### config.mk
export PLATFORM = sky130hd
export DESIGN_NAME = counter_seq_ctrl
export DESIGN_NICKNAME = d
export VERILOG_FILES = /design/src/rtl/counter_seq_ctrl_pkg.sv /design/src/rtl/counter_mod_core.sv /design/src/rtl/counter_seq_ctrl.sv
export SDC_FILE = /design/constraint.sdc
export NUM_CORES = 1
export LEC_CHECK = 0
export CAP_MARGIN = 20
export CORE_UTILIZATION = 40
export CTS_BUF_LIST = sky130_fd_sc_hd__clkbuf_8
export CTS_CLUSTER_DIAMETER = 100
export CTS_CLUSTER_SIZE = 12
export DETAILED_ROUTE_END_ITERATION = 16
export HOLD_SLACK_MARGIN = 0.03
export PLACE_DENSITY = 0.63
export SYNTH_ARGS = -nofsm -noshare
export SYNTH_HDL_FRONTEND = slang
export SYNTH_SLANG_ARGS = --single-unit
export TNS_END_PERCENT = 1
### constraint.sdc
create_clock -name clk -period 2.3 [get_ports clk]
set_input_delay 0.23 -clock clk [delete_from_list [all_inputs] [get_ports clk]]
set_output_delay 0.23 -clock clk [all_outputs]
set_load 0.05 [all_outputs]
### src/rtl/counter_seq_ctrl_pkg.sv
// Shared definitions for the repeat-period counter sequencer.
// Holds the controller state encoding used by the FSM in counter_seq_ctrl.
package counter_seq_ctrl_pkg;

  typedef enum logic [1:0] {
    ST_IDLE  = 2'b00,
    ST_RUN   = 2'b01,
    ST_PAUSE = 2'b10,
    ST_DONE  = 2'b11
  } state_t;

endpackage

### src/rtl/counter_mod_core.sv
// Counting datapath: a WIDTH-bit register with synchronous zero, hold and increment.
// The async clear forces zero at once; zero takes priority over increment.
module counter_mod_core #(
  parameter int WIDTH = 3
) (
  input  logic             clk,
  input  logic             clear,
  input  logic             zero,
  input  logic             inc,
  output logic [WIDTH-1:0] q
);

  // NOTE: sequential state uses non-blocking assignments so every flop samples pre-edge values.
  always_ff @(posedge clk or negedge clear) begin
    if (!clear) begin
      q <= '0;
    end else if (zero) begin
      q <= '0;
    end else if (inc) begin
      q <= q + WIDTH'(1);
    end
  end

endmodule

### src/rtl/counter_seq_ctrl.sv
// Repeat-period counter controller: counts 0..limit for reps+1 periods with pause/abort.
// Owns the FSM, the period counter and the limit/reps captured on an accepted start.
module counter_seq_ctrl
  import counter_seq_ctrl_pkg::*;
#(
  parameter int WIDTH  = 3,
  parameter int REPS_W = 3
) (
  input  logic              clk,
  input  logic              clear,
  input  logic              start,
  input  logic              abort,
  input  logic              pause,
  input  logic [WIDTH-1:0]  limit,
  input  logic [REPS_W-1:0] reps,
  output logic [WIDTH-1:0]  q,
  output logic              busy,
  output logic              tc,
  output logic              done,
  output logic [REPS_W-1:0] period
);

  state_t              state;
  logic [WIDTH-1:0]    limit_reg;
  logic [REPS_W-1:0]   reps_reg;
  logic                at_limit;
  logic                accept;
  logic                counting;
  logic                core_zero;
  logic                core_inc;

  always_comb begin
    at_limit  = (q == limit_reg);
    accept    = (state == ST_IDLE || state == ST_DONE) && start && !abort;
    tc        = (state == ST_RUN) && !pause && !abort && at_limit;
    // Leaving PAUSE counts as a live cycle, so a pause of N cycles delays the count by N.
    counting  = (state == ST_RUN || state == ST_PAUSE) && !pause && !abort;
    core_zero = abort || accept || tc;
    core_inc  = counting && !at_limit;
  end

  counter_mod_core #(.WIDTH(WIDTH)) u_core (
    .clk   (clk),
    .clear (clear),
    .zero  (core_zero),
    .inc   (core_inc),
    .q     (q)
  );

  always_ff @(posedge clk or negedge clear) begin
    if (!clear) begin
      state     <= ST_IDLE;
      limit_reg <= '0;
      reps_reg  <= '0;
      period    <= '0;
      busy      <= 1'b0;
      done      <= 1'b0;
    end else if (abort) begin
      state  <= ST_IDLE;
      period <= '0;
      busy   <= 1'b0;
      done   <= 1'b0;
    end else begin
      unique case (state)
        ST_IDLE, ST_DONE: begin
          if (accept) begin
            limit_reg <= limit;
            reps_reg  <= reps;
            period    <= '0;
            state     <= ST_RUN;
            busy      <= 1'b1;
            done      <= 1'b0;
          end
        end
        ST_RUN: begin
          if (pause) begin
            state <= ST_PAUSE;
          end else if (at_limit) begin
            if (period < reps_reg) begin
              period <= period + REPS_W'(1);
            end else begin
              state <= ST_DONE;
              busy  <= 1'b0;
              done  <= 1'b1;
            end
          end
        end
        ST_PAUSE: begin
          if (!pause) state <= ST_RUN;
        end
        default: begin
          state <= ST_IDLE;
          busy  <= 1'b0;
          done  <= 1'b0;
        end
      endcase
    end
  end

endmodule
==> flow_metrics.tcl, run 1 <==
set metrics [dict create \
    routedWlPerCell_um 13.65 \
    dieArea_um2 2622 \
    p_leak_nw 0.5492 \
    ctsHoldBuffers 0 \
    rr_worst_depth 5 \
    dr.pass1.iters 4 \
    synth-simple-area-share 0.2145 \
    status "complete, no violations" \
    layout_commonest_cell "clkdlybuf4s50_1" \
    max_freq_mhz 468.4 \
    vias 811 \
    gp_congestion 0.8240 \
    r2r_slack_ns 0.39 \
    antenna_found_initial 0 \
    path_class "register to output pin" \
    combPwrFrac 0.480 \
    num_rows 17 \
    switching_share 0.3989 \
    synth_seq_cells 16 \
    tritoncts.num_buffers 3 \
    overflow 0 \
    r2r-start "state[1]" \
    drv_slew 0 \
    path_max_fanout 9 \
    max_slew_margin 0.5203 \
    hpwlAfterDp_um 1542 \
    skew_ns 0.002468 \
    post_cts.repair.setup_buffers 0 \
    path_buf_inv 2 \
    use_met3 0.02976 \
    yosysUniqueCellTypes 36 \
    avgSynthCellArea_um2 9.782 \
    post-route-drc-count 0 \
    netlist_area_um2 968.4 \
    yosys_warnings 0 \
    ir_drop_uv 587.2 \
    synth_adder_area_share 0.07752 \
    critPathMaxStageDelay_ns 0.53 \
    die_w_um 51.21 \
    crit_family "simple AND/OR/NAND/NOR gates" \
    internal-power_uw 718.1 \
    vias_per_cell 5.407 \
    io_pins 20 \
    die_y_um 51.21 \
    seqPwrFrac 0.349 \
    synth_compound_area_frac 0.1563 \
    insertion_delay_ns 0.24 \
    synth_largest_area_cell "dfrtp_1" \
    setup_viol 0 \
    use_met1 0.2481 \
    cp_slowest_cell "or3b_2" \
    drive_above_1_share 0.1393 \
    finalCritPeriodShare 0.9282 \
    drv_cap 0 \
    rsz0062_at_grt "no" \
    synth_nets 116 \
    final_cell_mix "clkdlybuf4s50_1, dfrtp_1, nand2_1" \
    synth.yosys.seq_area_share 0.4134 \
    final_util 0.5555 \
    dpl-instance-area_um2 1211 \
    grt.met2_usage 0.2763 \
    clockBufferDepth 2 \
    setup_tns_ns 0 \
    synthFlopType "dfrtp_1" \
    finalInstanceArea_um2 1252 \
    reg2reg_to "state[1]" \
    core_um2 2255 \
    n_antenna_cell 0 \
    synth_top_family_by_area "simple AND/OR/NAND/NOR gates" \
    synthMuxAreaShare 0.08010 \
    synth_xor_area_frac 0.02713 \
    synthTopCellsByArea "dfrtp_1, ha_1, mux2_2" \
    synth-edff-count 0 \
    switchingPower_uw 476.5 \
    cts.reportedPaths.clkPinSlew_ns 0.06 \
    hold_viol 0 \
    netlist.area_leader.share 0.4134 \
    pwr-share-clk 0.171 \
    crit_chain "inv_1 -> ha_1 -> or3b_2 -> nor2_1 -> buf_12" \
    hold_slack_ns 0.4153 \
    cts_htree_levels 1 \
    drt_iter0_markers 8 \
    worstPathRequired_ns 2.07 \
    cts_tree "yes" \
    fin_nets 141 \
    period_minus_slack_ns 2.135 \
    track_usage 0.1774 \
    post_cts_resized 0 \
    port_buffers 19 \
    grt_pass1_vias 751 \
    critPathArrivalTime_ns 1.90 \
    cp-end-kind "output pin" \
    grt_max_degree 17 \
    worstHoldPathType "input pin to async pin" \
    syn_to_final_growth_pct 29.33 \
    power_density_nw_per_um2 953.8 \
    grt_pass1_wl_um 3408 \
    ant_nets 0 \
    grt-busiest-layer "met2" \
    clkSinkCount 16 \
    worst_slew_pin_slew_ns 0.7174 \
    wirelength_um 2048 \
    synthCells 99 \
    async_flop_share 1.000 \
    start_util 0.4295 \
    cts-root-buf "clkbuf_8" \
    setup.worst_path.start_class "register" \
]
kinds of logic (layout without fill, tap and decap cells):
family                   count (synthesis)  count (layout)
adder cells (fa/ha/maj)                  6               6
buffers and inverters                    6              29
AO/OA/AOI/OAI                           22              22
flip-flops                              16              16
XOR/XNOR                                 3               3
multiplexers                             7               7
AND/OR/NAND/NOR                         39              39
stage by stage:
step | setup WS [ns] | power, mW | std cells
2_1_floorplan | 0.02778 | 0.8398 | 99
3_3_place_gp | 0.3602 | 0.9782 | 147
3_5_place_dp | 0.3188 | 0.9955 | 147
4_1_cts | 0.1576 | 1.212 | 150
5_1_grt | 0.04757 | 1.289 | 150
6_report | 0.1652 | 1.195 | 150
synth_stat cells, types with 2 or more instances:
| master | count |
|---|---|
| nand2_1 | 11 |
| inv_1 | 4 |
| a21oi_1 | 4 |
| nand2b_1 | 2 |
| o21ai_0 | 4 |
| a31oi_1 | 2 |
| nor2b_1 | 4 |
| nand3_1 | 3 |
| o211ai_1 | 2 |
| ha_1 | 6 |
| nor3_1 | 5 |
| mux2_2 | 6 |
| nand4_1 | 4 |
| xor2_1 | 3 |
| or3_1 | 2 |
| dfrtp_1 | 16 |
| nor2_1 | 2 |
layer usage:
metal,up-vias,share of wire
li1,416,-
met1,379,0.49
met2,14,0.47
met3,2,0.028
met4,0,0.0059
met5,-,0
final cells by class:
| class | count | area (µm²) |
|---|---|---|
| multi-input combinational | 77 | 538.0 |
| tap | 28 | 35.03 |
| timing repair buffer | 22 | 222.7 |
| fill | 215 | 1002 |
| sequential | 16 | 400.4 |
| inverter | 4 | 15.01 |
| clock buffer | 3 | 41.29 |
power groups by stage:
stage | combinational, mW | sequential, mW | clock (mW)
floorplan | 0.364 | 0.476 | 0
global placement | 0.556 | 0.422 | 0
detailed placement | 0.572 | 0.423 | 0
CTS | 0.578 | 0.418 | 0.216
global route | 0.630 | 0.429 | 0.230
finish | 0.573 | 0.417 | 0.204
worst max path at each step:
stage / startpoint / endpoint / cells past startpoint
floorplan: u_core.q[0] / tc / 4
global placement: pause / state[1] / 4
detailed placement: pause / state[1] / 4
CTS: state[1] / tc / 5
global route: state[1] / tc / 5
finish: state[1] / tc / 5
No activity file was read; power rests on OpenSTA's default activity.
==> run 2, diff against run 1 <==
--- a/config.mk
+++ b/config.mk
@@ -11,6 +11,7 @@
 export CTS_CLUSTER_DIAMETER = 100
 export CTS_CLUSTER_SIZE = 12
 export DETAILED_ROUTE_END_ITERATION = 16
+export GPL_ROUTABILITY_DRIVEN = 0
 export HOLD_SLACK_MARGIN = 0.03
 export PLACE_DENSITY = 0.63
 export SYNTH_ARGS = -nofsm -noshare
==> results of run 2 <==
Same layout as run 1: the final DEF is identical, and so are final timing and power.
==> run 3, diff against run 2 <==
--- a/config.mk
+++ b/config.mk
@@ -12,6 +12,7 @@
 export CTS_CLUSTER_SIZE = 12
 export DETAILED_ROUTE_END_ITERATION = 16
 export GPL_ROUTABILITY_DRIVEN = 0
+export GPL_TIMING_DRIVEN = 1
 export HOLD_SLACK_MARGIN = 0.03
 export PLACE_DENSITY = 0.63
 export SYNTH_ARGS = -nofsm -noshare
==> results of run 3 <==
Same layout as run 1: the final DEF is identical, and so are final timing and power.
